==> src/rtl/fetch_unit_if.sv <==
// Instruction-memory bus between the fetch unit (master) and instruction memory (slave).
// Requests are accepted on req && gnt; responses return in request order.
interface fetch_unit_if #(
    parameter int unsigned XLEN = 32
) ();
    logic            req;
    logic [XLEN-1:0] addr;
    logic            gnt;
    logic            rsp_valid;
    logic [XLEN-1:0] rsp_data;

    modport master (output req, output addr, input gnt, input rsp_valid, input rsp_data);
    modport slave  (input req, input addr, output gnt, output rsp_valid, output rsp_data);
endinterface

==> src/rtl/fetch_unit.sv <==
// Instruction-fetch front end: PC register, predictor-steered next-PC, pipelined imem
// handshake with in-flight tag FIFO, stale-response squashing and a fetch queue for decode.
module fetch_unit #(
    parameter int unsigned     XLEN     = 32,
    parameter logic [XLEN-1:0] RESET_PC = '0,
    parameter int unsigned     FQ_DEPTH = 4,
    parameter int unsigned     MAX_OUT  = 4,
    parameter logic [XLEN-1:0] NOP_INST = XLEN'(32'h0000_0013)
) (
    input  logic            clk,
    input  logic            rst,
    fetch_unit_if.master    imem,
    input  logic            bp_taken,
    input  logic [XLEN-1:0] bp_target,
    input  logic            redirect_valid,
    input  logic [XLEN-1:0] redirect_pc,
    input  logic            id_ready,
    output logic            id_valid,
    output logic [XLEN-1:0] id_inst,
    output logic [XLEN-1:0] id_pc,
    output logic            id_pred_taken
);
    // One spare bit so occ + outstanding (at most 2*FQ_DEPTH) never overflows.
    localparam int unsigned CNT_W = $clog2(FQ_DEPTH + 1) + 1;
    localparam int unsigned QW    = (FQ_DEPTH > 1) ? $clog2(FQ_DEPTH) : 1;
    localparam int unsigned TW    = (MAX_OUT > 1) ? $clog2(MAX_OUT) : 1;

    localparam logic [CNT_W-1:0] ONE        = CNT_W'(1);
    localparam logic [CNT_W-1:0] FQ_DEPTH_C = CNT_W'(FQ_DEPTH);
    localparam logic [CNT_W-1:0] MAX_OUT_C  = CNT_W'(MAX_OUT);
    localparam logic [TW-1:0]    TAG_LAST   = TW'(MAX_OUT - 1);

    typedef struct packed {
        logic [XLEN-1:0] pc;
        logic            pred;
    } tag_t;

    typedef struct packed {
        logic [XLEN-1:0] inst;
        logic [XLEN-1:0] pc;
        logic            pred;
    } fq_entry_t;

    logic [XLEN-1:0]  pc;
    logic [CNT_W-1:0] occ, outstanding, drop;
    logic [CNT_W-1:0] occ_next, out_next;

    tag_t             tag_mem [MAX_OUT];
    logic [TW-1:0]    tag_wr, tag_rd;
    fq_entry_t        fq_mem [FQ_DEPTH];
    logic [QW-1:0]    fq_wr, fq_rd;

    logic             issue, rsp_take, rsp_keep, fq_pop;
    tag_t             rsp_tag;
    fq_entry_t        head;

    function automatic logic [TW-1:0] tag_inc(input logic [TW-1:0] p);
        return (p == TAG_LAST) ? '0 : p + TW'(1);
    endfunction

    always_comb begin
        // NOTE: every comb output gets a default first so no path can infer a latch.
        imem.req  = rst && !redirect_valid
                    && ((occ + outstanding) < FQ_DEPTH_C)
                    && (outstanding < MAX_OUT_C);
        imem.addr = pc;
        issue     = imem.req && imem.gnt;

        // A response with nothing outstanding is a protocol error and is ignored.
        rsp_take  = imem.rsp_valid && (outstanding != '0);
        rsp_tag   = tag_mem[tag_rd];
        rsp_keep  = rsp_take && (drop == '0) && !redirect_valid;

        head          = fq_mem[fq_rd];
        id_valid      = (occ != '0);
        id_inst       = id_valid ? head.inst : NOP_INST;
        id_pc         = id_valid ? head.pc   : '0;
        id_pred_taken = id_valid && head.pred;
        fq_pop        = id_valid && id_ready && !redirect_valid;

        occ_next = occ;
        if (rsp_keep && !fq_pop)      occ_next = occ + ONE;
        else if (!rsp_keep && fq_pop) occ_next = occ - ONE;

        out_next = outstanding;
        if (issue && !rsp_take)      out_next = outstanding + ONE;
        else if (!issue && rsp_take) out_next = outstanding - ONE;
    end

    // NOTE: state updates use non-blocking assignments so all registers see pre-edge values.
    always_ff @(posedge clk or negedge rst) begin
        if (!rst) begin
            pc          <= RESET_PC;
            occ         <= '0;
            outstanding <= '0;
            drop        <= '0;
            tag_wr      <= '0;
            tag_rd      <= '0;
            fq_wr       <= '0;
            fq_rd       <= '0;
        end else begin
            outstanding <= out_next;
            if (issue) begin
                pc     <= bp_taken ? bp_target : pc + XLEN'(4);
                tag_wr <= tag_inc(tag_wr);
            end
            if (rsp_take) tag_rd <= tag_inc(tag_rd);

            if (redirect_valid) begin
                // Everything still in flight belongs to the squashed path.
                pc    <= redirect_pc;
                occ   <= '0;
                fq_wr <= '0;
                fq_rd <= '0;
                drop  <= out_next;
            end else begin
                occ <= occ_next;
                if (rsp_take && (drop != '0)) drop <= drop - ONE;
                if (rsp_keep) fq_wr <= fq_wr + QW'(1);
                if (fq_pop)   fq_rd <= fq_rd + QW'(1);
            end
        end
    end

    // NOTE: storage arrays carry no reset; pointers and counts make stale contents unreachable.
    always_ff @(posedge clk) begin
        if (issue)    tag_mem[tag_wr] <= '{pc: pc, pred: bp_taken};
        if (rsp_keep) fq_mem[fq_wr]   <= '{inst: imem.rsp_data, pc: rsp_tag.pc, pred: rsp_tag.pred};
    end

    a_rsp_has_credit: assert property (@(posedge clk) disable iff (!rst)
        !(imem.rsp_valid && (outstanding == '0)));

endmodule

==> src/flat_wrapper.sv <==
// flat-port wrapper written by rule: the top's interface ports become plain ports
module fetch_unit_flat 
#(
    parameter int unsigned     XLEN     = 32,
    parameter logic [XLEN-1:0] RESET_PC = '0,
    parameter int unsigned     FQ_DEPTH = 4,
    parameter int unsigned     MAX_OUT  = 4,
    parameter logic [XLEN-1:0] NOP_INST = XLEN'(32'h0000_0013)
)
  (clk, rst, bp_taken, bp_target, redirect_valid, redirect_pc, id_ready, id_valid, id_inst, id_pc, id_pred_taken, imem_req, imem_addr, imem_gnt, imem_rsp_valid, imem_rsp_data);
  fetch_unit_if #(.XLEN(XLEN)) imem_i ();
  input  logic clk;
  input  logic rst;
  input  logic bp_taken;
  input  logic [XLEN-1:0] bp_target;
  input  logic redirect_valid;
  input  logic [XLEN-1:0] redirect_pc;
  input  logic id_ready;
  output logic id_valid;
  output logic [XLEN-1:0] id_inst;
  output logic [XLEN-1:0] id_pc;
  output logic id_pred_taken;
  output wire logic [$bits(imem_i.req)-1:0] imem_req;
  output wire logic [$bits(imem_i.addr)-1:0] imem_addr;
  input wire logic [$bits(imem_i.gnt)-1:0] imem_gnt;
  input wire logic [$bits(imem_i.rsp_valid)-1:0] imem_rsp_valid;
  input wire logic [$bits(imem_i.rsp_data)-1:0] imem_rsp_data;
  assign imem_req = imem_i.req;
  assign imem_addr = imem_i.addr;
  assign imem_i.gnt = imem_gnt;
  assign imem_i.rsp_valid = imem_rsp_valid;
  assign imem_i.rsp_data = imem_rsp_data;
  fetch_unit #(.XLEN(XLEN), .RESET_PC(RESET_PC), .FQ_DEPTH(FQ_DEPTH), .MAX_OUT(MAX_OUT), .NOP_INST(NOP_INST)) u_core (.clk(clk), .rst(rst), .imem(imem_i), .bp_taken(bp_taken), .bp_target(bp_target), .redirect_valid(redirect_valid), .redirect_pc(redirect_pc), .id_ready(id_ready), .id_valid(id_valid), .id_inst(id_inst), .id_pc(id_pc), .id_pred_taken(id_pred_taken));
endmodule
==> config.mk <==
export PLATFORM = sky130hd
export DESIGN_NAME = fetch_unit_flat
export DESIGN_NICKNAME = d
export VERILOG_FILES = /design/src/rtl/fetch_unit_if.sv /design/src/rtl/fetch_unit.sv /design/src/flat_wrapper.sv
export SDC_FILE = /design/constraint.sdc
export NUM_CORES = 1
export LEC_CHECK = 0
export CAP_MARGIN = 0
export CORE_MARGIN = 4
export CORE_UTILIZATION = 49
export DETAILED_ROUTE_END_ITERATION = 8
export GPL_TIMING_DRIVEN = 0
export PLACE_DENSITY = 0.79
export SLEW_MARGIN = 20
export SYNTH_ARGS = -nofsm -noshare
export SYNTH_HDL_FRONTEND = slang
export SYNTH_SLANG_ARGS = --single-unit
==> constraint.sdc <==
create_clock -name clk -period 8.7 [get_ports clk]
set_clock_uncertainty 0.15 [all_clocks]
set_input_delay 0.87 -clock clk [delete_from_list [all_inputs] [get_ports clk]]
set_output_delay 0.87 -clock clk [all_outputs]
set_load 0.02 [all_outputs]
# After elaboration in Yosys (flattened, before gate mapping)

Memories as Yosys holds them, arrays and structs flattened.
Index checks and enable logic that the tools add are counted.

Memories: 2
Bits in registers: 52
Output and inout port bits: 99
Bits in writable memories: 392
Input bits: 103

Memories:

| memory         | words | width | rd ports | clocked after memory_dff | write ports | line             | source |
|---|---|---|---|---|---|---|---|
| u_core.fq_mem  | 4     | 65    | 1        | 0                        | 1           | fetch_unit.sv:50 | `fq_entry_t fq_mem [FQ_DEPTH];` |
| u_core.tag_mem | 4     | 33    | 1        | 0                        | 1           | fetch_unit.sv:48 | `tag_t tag_mem [MAX_OUT];` |

Reduce and logical (&&, ||, !) cells: 29
$lt $le $gt $ge: 2
Muxes and demuxes: 22
Eq/ne operators: 2
Add/sub/neg operators: 11

Operator list:

| kind                                               | count |
|---|---|
| two-way mux 32 bit                                 | 5 |
| adder 32 x 3 -> 32 bit, second input constant      | 1 |
| two-way mux 4 bit                                  | 7 |
| logical AND 1 bit                                  | 15 |
| two-way mux 2 bit                                  | 6 |
| nonzero test 4 bit                                 | 3 |
| subtractor 4 x 1 -> 4 bit, second input constant   | 3 |
| adder 2 x 1 -> 2 bit, second input constant        | 4 |
| adder 4 x 1 -> 4 bit, second input constant        | 2 |
| < comparator 4 x 3 -> 1 bit, second input constant | 2 |
| nonzero test 2 bit                                 | 4 |
| zero test 1 bit                                    | 5 |
| adder 4 bit                                        | 1 |
| == test 2 bit, second input constant               | 2 |
| zero test 4 bit                                    | 1 |
| two-way mux 1 bit                                  | 4 |
| nonzero test 3 bit                                 | 1 |

# Longest topological paths before layout

Gate-level depths: netlist (run 1).

Depth after elaboration: 10
Depth in mapped cells: 15
Mapped depth without buffers: 13

# Worst setup path before layout (run 1)

Ideal clock, no wire load.

Path type: reg-to-reg
Start: reg u_core.outstanding[0]
End: mem u_core.fq_mem[0][0] (netlist bit) (enable)
Data required time: 8,120 ps
Data arrival time: 3,243 ps
Library setup time: 430 ps
Setup slack: 4,877 ps
Cell stages (with the launch flop): 10
Clock period less this slack: 3,823 ps
Path through: dfrtp_1 -> inv_1 -> ha_1 -> or3b_1 -> clkbuf_1 -> and2_1 -> clkbuf_1 -> nand2_1 -> nor2_1 -> and2_1

Longest elaborated chain between the ends: 6

Ends and longest elaborated chain:

| item                                    | line              | source |
|---|---|---|
| start, declared                         | fetch_unit.sv:45  | `logic [CNT_W-1:0] occ, outstanding, drop;` |
| start signal, assigned                  | fetch_unit.sv:102 | `outstanding <= out_next;` |
| nonzero test 4 bit                      | fetch_unit.sv:70  | `rsp_take = imem.rsp_valid && (outstanding != '0);` |
| logical AND 1 bit                       | fetch_unit.sv:70  |  |
| logical AND 1 bit (2 in series)         | fetch_unit.sv:72  | `rsp_keep = rsp_take && (drop == '0) && !redirect_valid;` |
| two-way mux 1 bit                       | fetch_unit.sv:128 | `if (rsp_keep) fq_mem[fq_wr] <= '{inst: imem.rsp_data, pc: rsp_tag.pc, pred: rsp_tag.pred};` |
| two-way mux 1 bit (not written as such) | fetch_unit.sv:128 |  |
| end, declared                           | fetch_unit.sv:50  |  |

No other way between the ends.

# Final worst setup path (run 1)

Start: reg u_core.occ[0]
End: out id_pc[11]

Longest elaborated chain between the ends: 2

Ends and longest elaborated chain:

| item                   | line               | source |
|---|---|---|
| start, declared        | fetch_unit.sv:45   |  |
| start signal, assigned | fetch_unit.sv:117  | `occ <= occ_next;` |
| nonzero test 4 bit     | fetch_unit.sv:75   | `id_valid = (occ != '0);` |
| two-way mux 32 bit     | fetch_unit.sv:77   | `id_pc = id_valid ? head.pc : '0;` |
| end, declared          | flat_wrapper.sv:21 | `output logic [XLEN-1:0] id_pc;` |

No other way between the ends.

==> impl_metrics.json, run 1 <==
{
  "seq_area_frac_synth": 0.715,
  "synth_cells": 1034,
  "design_power_total_mw": 6.40,
  "mappedNetlistArea_mm2": 0.0183,
  "areaGrowthSynthToFinish_pct": 23.4,
  "max_cap_violations": 0,
  "synthesis.nets": 1156,
  "ys_top_cells_by_area": "sky130_fd_sc_hd__edfxtp_1 64%, sky130_fd_sc_hd__mux4_2 12%, sky130_fd_sc_hd__dfrtp_1 7.1%, sky130_fd_sc_hd__and2_1 2.6%, sky130_fd_sc_hd__ha_1 1.2%",
  "post_cts_resize_count": 0,
  "die-width_um": 201,
  "crit-reg2reg-capture": "u_core.occ[3]$_DFFE_PN0P_",
  "grt_max_degree": 52,
  "drt_pass1_iterations": 6,
  "drt-initial-drc-count": 758,
  "dominantRegCellSynth": "sky130_fd_sc_hd__edfxtp_1",
  "clock_tree.htree_level_count": 2,
  "clock_power_share": 0.295,
  "irDropWorstVdd_mv": 0.158,
  "synth_area_per_cell_um2": 17.7,
  "insertion_delay_ps": 550,
  "biggest_area_consumer_among_synthesized_cells": "sky130_fd_sc_hd__edfxtp_1",
  "power_switching_mw": 1.91,
  "cell_rows": 70,
  "r2r_setup_slack_ps": 4880,
  "critPathRequiredTime_ps": 7680,
  "placeableCoreArea_mm2": 0.0367,
  "crit_path_cell_trace": "buf_6, nor4_2, clkinv_1, clkbuf_1, and2_1, clkdlybuf4s50_1",
  "synth_edf_count": 392,
  "critical_path_arrival_ps": 3470,
  "postSynthRegisterBits": 444,
  "power.share.switching": 0.299,
  "routed_via_density": 6.04,
  "post_cts_buffers": 0,
  "commonest_cells_after_routing_fill_and_taps_aside": "392 x sky130_fd_sc_hd__edfxtp_1, 200 x sky130_fd_sc_hd__clkdlybuf4s50_1, 98 x sky130_fd_sc_hd__mux4_2",
  "wirelength_mm": 43.3,
  "unrepaired_setup_endpoints_after_global_routing": "no",
  "crit_start_category": "flip-flop",
  "seqCellArea_mm2": 0.0131,
  "hold_path_end": "u_core.tag_mem[1][2]$_DFFE_PP_",
  "sum_of_negative_setup_slack_ps": 0,
  "final.fill_count": 2653,
  "avgRoutedWirePerCell_um": 24.1,
  "final_hold_fails": 0,
  "antennaDiodeCount": 0,
  "place_hpwl_mm": 28.5,
  "total_congestion_overflow": 0,
  "timing.rr.start": "u_core.outstanding[0]$_DFF_PN0_",
  "design_area_mm2": 0.0226,
  "synth_cell_types": 66,
  "design.portCount": 202,
  "global_route.usage.total": 0.212,
  "die_area_mm2": 0.0405,
  "numCtsBuffers": 46,
  "die-height_um": 201,
  "comb_power_share": 0.294,
  "min_period_ps": 4490,
  "route.detailed.drc": 0,
  "hold_slack_ps": 442,
  "initial_core_utilization": 0.498,
  "crit_type": "flip-flop to primary output",
  "routed-via-count": 10900,
  "internal_power_mw": 4.49,
  "place_area_mm2": 0.0211,
  "slew_headroom": 0.244,
  "globalplace.congestion": 0.866,
  "achievable-frequency_ghz": 0.223,
  "slowest_delay_ps": 640,
  "leakage_power_nw": 7.39,
  "synth.top_cell.area_share": 0.644,
  "synth_async_sr_flop_share": 0.117,
  "holdCritStartpoint": "u_core.imem.addr[1]$_DFFE_PN0P_",
  "worst_slew_pin_tran_ps": 1120,
  "grt_first_pass_wirelength_mm": 66.8,
  "timing.reg2reg.worst_path_depth": 15,
  "hold_depth": 0,
  "final_net_count": 1415,
  "cts_max_path_buffers": 3,
  "cts_sinks": 444,
  "final_max_slew_viol_count": 0,
  "cp_max_fo": 10,
  "vias_in_the_first_global_route": 11100,
  "worst_setup_path_end_kind": "primary output",
  "cts-root-buf": "sky130_fd_sc_hd__clkbuf_16",
  "critical_path.slowest_cell": "sky130_fd_sc_hd__nor4_2",
  "port_buffers": 201,
  "powerDensity_mw_per_mm2": 283,
  "status": "complete, no violations",
  "final_layout_size_suffix_gt1_frac": 0.157,
  "cts_tree": "yes",
  "yosys_warnings": 0,
  "drt.antenna.violating_nets": 0,
  "min_path_type": "flip-flop to flip-flop",
  "finalCritPeriodShare": 0.516,
  "layout_commonest_cell": "sky130_fd_sc_hd__edfxtp_1",
  "grt_antenna_before_repair": 1,
  "final-setup-viol-count": 0,
  "clk_pin_slew_ps": 60,
  "multiInputGateArea_mm2": 0.00493,
  "power.sequential.fraction": 0.411,
  "hold_buffers": 1
}
cell type report:
class                   instances  share of cell area
flip-flops and latches        444               0.579
repair buffers                211              0.0984
well taps                     468              0.0259
clock buffers                  58              0.0544
inverters                      20             0.00333
plain buffers                  58              0.0106
multi-input cells             512               0.218
clock inverters                26             0.00981
worst max-delay path, delay by kind of cell, from the launching register on:
kind / cells / cell delay, ps
DFF: 1 / 380
and+or+nand+nor: 2 / 860
buffers and inverters: 4 / 1690
cells by family after synthesis:
family / count (synthesis) / share of synthesized area
AO/OA/AOI/OAI: 135 / 0.0504
adder cells (fa/ha/maj): 20 / 0.0140
flip-flops: 444 / 0.715
AND/OR/NAND/NOR: 237 / 0.0718
XOR/XNOR: 13 / 0.00623
multiplexers: 107 / 0.126
buffers and inverters: 78 / 0.0172
worst max-delay path by stage:
stage	to	from	slack (ps)
after floorplan	u_core.fq_mem[0][0]$_DFFE_PP_	u_core.outstanding[0]$_DFF_PN0_	4880
after global placement	u_core.tag_mem[0][6]$_DFFE_PP_	rst	2070
after detailed placement	id_pc[11]	u_core.occ[0]$_DFFE_PN0P_	4270
after CTS	id_pc[11]	u_core.occ[0]$_DFFE_PN0P_	3660
after global routing	id_pc[11]	u_core.occ[0]$_DFFE_PN0P_	3970
final	id_pc[11]	u_core.occ[0]$_DFFE_PN0P_	4210
cell usage after synthesis (all sizes together), types with 3 or more instances:
cell and instances:
edfxtp 392, mux4 98, and2 76, dfrtp 52, nor2 41, clkbuf 40
nand2 38, a21oi 27, o21ai 23, buf 18, ha 18, inv 18
nand3 16, a31oi 14, a211oi 12, o31ai 10, xnor2 10, nand4 9
nor4 9, and3 8, o22ai 8, mux2i 7, nand2b 7, or3 7
a2bb2oi 5, and4 5, nor3 5, o211ai 5, o41ai 5, a221oi 4
or2 4, or4 4, o32ai 3, xor2 3
flip-flops by register name (all words and copies together), names as in the netlist:
name and count:
u_core.tag_wr 2, u_core.fq_rd 2, u_core.imem.addr 32, u_core.fq_wr 2
u_core.outstanding 4, u_core.drop 4, u_core.tag_rd 2, u_core.fq_mem 260
u_core.occ 4, u_core.tag_mem 132
per-stage QoR:
stage	cells	worst slack, ps	utilization
2_1_floorplan	1034	4880	-
3_3_place_gp	1703	2070	0.569
3_5_place_dp	1712	4270	0.575
4_1_cts	1797	3660	0.615
5_1_grt	1797	3970	0.615
6_report	1797	4210	0.615
routing by layer:
layer,GRT usage,part of all wire
met1,0.300,0.41
met2,0.347,0.49
met3,0.0393,0.082
met4,0.0547,0.024
met5,0,0.00046
power by group through the flow:
stage	Combinational [mW]	Sequential (mW)	Clock, mW
after global routing	2.03	2.64	2.00
after CTS	1.91	2.62	1.91
after detailed placement	1.90	2.67	0
after floorplan	1.13	2.65	0
final	1.88	2.63	1.88
after global placement	1.85	2.66	0
No activity file was read; power rests on OpenSTA's default activity.
==> run 2: changes to the inputs <==
- clock period: 8.7 -> 4.4 ns (I/O delays scaled with it)
==> run 2 against run 1 <==
Wire length decreased by 0.31%. Register-to-register slack got worse by 4300 ps. Combinational power increased by 98%. Critical path type unchanged. Sequential power increased by 98%. Hold slack got worse by 370 ps. Via count decreased by 0.79%. Sequential share of layout area unchanged. Critical endpoint unchanged.
==> impl_metrics.json, run 2 (same netlist as run 1, synthesis figures left out) <==
{
  "status": "complete, no violations",
  "layout_commonest_cell": "sky130_fd_sc_hd__edfxtp_1",
  "globalplace.congestion": 0.866,
  "crit_type": "flip-flop to primary output",
  "commonest_cells_after_routing_fill_and_taps_aside": "392 x sky130_fd_sc_hd__edfxtp_1, 200 x sky130_fd_sc_hd__clkdlybuf4s50_1, 98 x sky130_fd_sc_hd__mux4_2",
  "wirelength_mm": 43.1,
  "worst_slew_pin_tran_ps": 1090,
  "min_period_ps": 4040,
  "areaGrowthSynthToFinish_pct": 23.4,
  "design.portCount": 202,
  "critPathRequiredTime_ps": 3810,
  "cp_max_fo": 10,
  "die-height_um": 201,
  "route.detailed.drc": 0,
  "critical_path.slowest_cell": "sky130_fd_sc_hd__nor4_2",
  "finalCritPeriodShare": 0.919,
  "final_net_count": 1415,
  "cts_sinks": 444,
  "clock_power_share": 0.294,
  "clk_pin_slew_ps": 60,
  "dpl.cell_count": 1712,
  "max_cap_violations": 0,
  "critical_path_arrival_ps": 3450,
  "number_of_flip_flops_under_the_largest_register_name": 260,
  "grt_first_pass_wirelength_mm": 66.9,
  "min_path_type": "input port to asynchronous set/reset pin",
  "cts-root-buf": "sky130_fd_sc_hd__clkbuf_16",
  "final_hold_fails": 0,
  "met3_length_mm": 3.49,
  "power.sequential.fraction": 0.411,
  "grt_max_degree": 52,
  "cts_max_path_buffers": 3,
  "vias_in_the_first_global_route": 11100,
  "place_hpwl_mm": 28.5,
  "instances_no_fill": 1797,
  "dpl_worst_slack_ps": 402,
  "crit_start_category": "flip-flop",
  "insertion_delay_ps": 550,
  "drt-initial-drc-count": 825,
  "drt-met1-wl_mm": 17.6,
  "layout_setup_ws_ps": 357,
  "die-width_um": 201,
  "initial_core_utilization": 0.498,
  "cell_rows": 70,
  "highest-signal-layer": "met5",
  "final_layout_size_suffix_gt1_frac": 0.157,
  "global_route.usage.total": 0.212,
  "cts_tree": "yes",
  "power.share.switching": 0.298,
  "total_congestion_overflow": 0,
  "irDropWorstVdd_mv": 0.312,
  "worst_setup_path_end_kind": "primary output",
  "avgRoutedWirePerCell_um": 24.0,
  "antennaDiodeCount": 0,
  "drt_pass1_iterations": 5,
  "grt_antenna_before_repair": 1,
  "leakage_power_nw": 7.39,
  "crit_path_cell_trace": "buf_6, nor4_2, clkinv_1, clkbuf_1, and2_1, clkdlybuf4s50_1",
  "slowest_delay_ps": 640,
  "numCtsBuffers": 46,
  "hold_slack_ps": 71.1,
  "die_area_mm2": 0.0405,
  "routed-wl-met2_mm": 21.0,
  "final-setup-viol-count": 0,
  "clock_tree.htree_level_count": 2,
  "unrepaired_setup_endpoints_after_global_routing": "no",
  "final_max_slew_viol_count": 0,
  "drt.antenna.violating_nets": 0,
  "regMostFlops": "u_core.fq_mem",
  "comb_power_share": 0.294,
  "powerDensity_mw_per_mm2": 560,
  "internal_power_mw": 8.87,
  "power_switching_mw": 3.77,
  "achievable-frequency_ghz": 0.247,
  "sum_of_negative_setup_slack_ps": 0,
  "placeableCoreArea_mm2": 0.0367,
  "routed_via_density": 5.99,
  "routed-via-count": 10800,
  "slew_headroom": 0.266,
  "port_buffers": 201
}
==> run 2: cell type report <==
class                      instances  area [µm²]
buffer                            58         239
clock buffer                      58        1230
clock inverter                    26         221
fill                            2653       14100
inverter                          20        75.1
multi-input combinational        512        4930
sequential                       444       13100
tap                              468         586
timing repair buffer             211        2220
==> run 2: power groups by stage <==
stage | Combinational, mW | Clock, mW | Sequential [mW]
global route | 4.01 | 3.96 | 5.22
global placement | 3.66 | 0 | 5.26
floorplan | 2.23 | 0 | 5.24
detailed placement | 3.75 | 0 | 5.27
finish | 3.72 | 3.72 | 5.20
CTS | 3.78 | 3.78 | 5.19
==> run 2: path summary, 6_finish.rpt <==
path,from,endpoint,slack [ps],depth (start not counted)
setup reg to reg,u_core.outstanding[0]$_DFF_PN0_,u_core.occ[3]$_DFFE_PN0P_,580,15
hold / removal,rst,u_core.imem.addr[6]$_DFFE_PN0P_,70,2
min in group clk,redirect_pc[5],u_core.imem.addr[5]$_DFFE_PN0P_,300,2
max in group asynchronous,rst,u_core.fq_rd[0]$_DFFE_PN0P_,3550,3
setup / recovery,u_core.occ[0]$_DFFE_PN0P_,id_pc[11],360,6
hold reg to reg,u_core.imem.addr[1]$_DFFE_PN0P_,u_core.tag_mem[1][2]$_DFFE_PP_,440,0
==> run 2: timing repair <==
item / 4_1_cts / 5_1_grt
resized for setup: 1 / 0
endpoints found under the setup margin: 59 / 0
hold endpoints to repair: 52 / 0
setup buffers: 0 / 0
hold buffers: 1 / 0
==> run 2: stage by stage <==
step,util,power [mW],cell area [µm²]
floorplan,-,7.48,18300
global placement,0.569,8.92,20900
detailed placement,0.575,9.02,21100
CTS,0.615,12.8,22600
global route,0.615,13.2,22600
finish,0.615,12.6,22600
==> run 2: layer usage <==
layer  vias up  global-route usage
li1       4686                   -
met4         2              0.0547
met5         -                   0
met2       546               0.347
met3        83              0.0393
met1      5451               0.300
==> run 2: worst max-delay path: cells and delay by family, from the launching register on <==
family / cells / cell delay [ps]
AND/OR/NAND/NOR: 2 / 860
buffers and inverters: 4 / 1670
flip-flops: 1 / 380
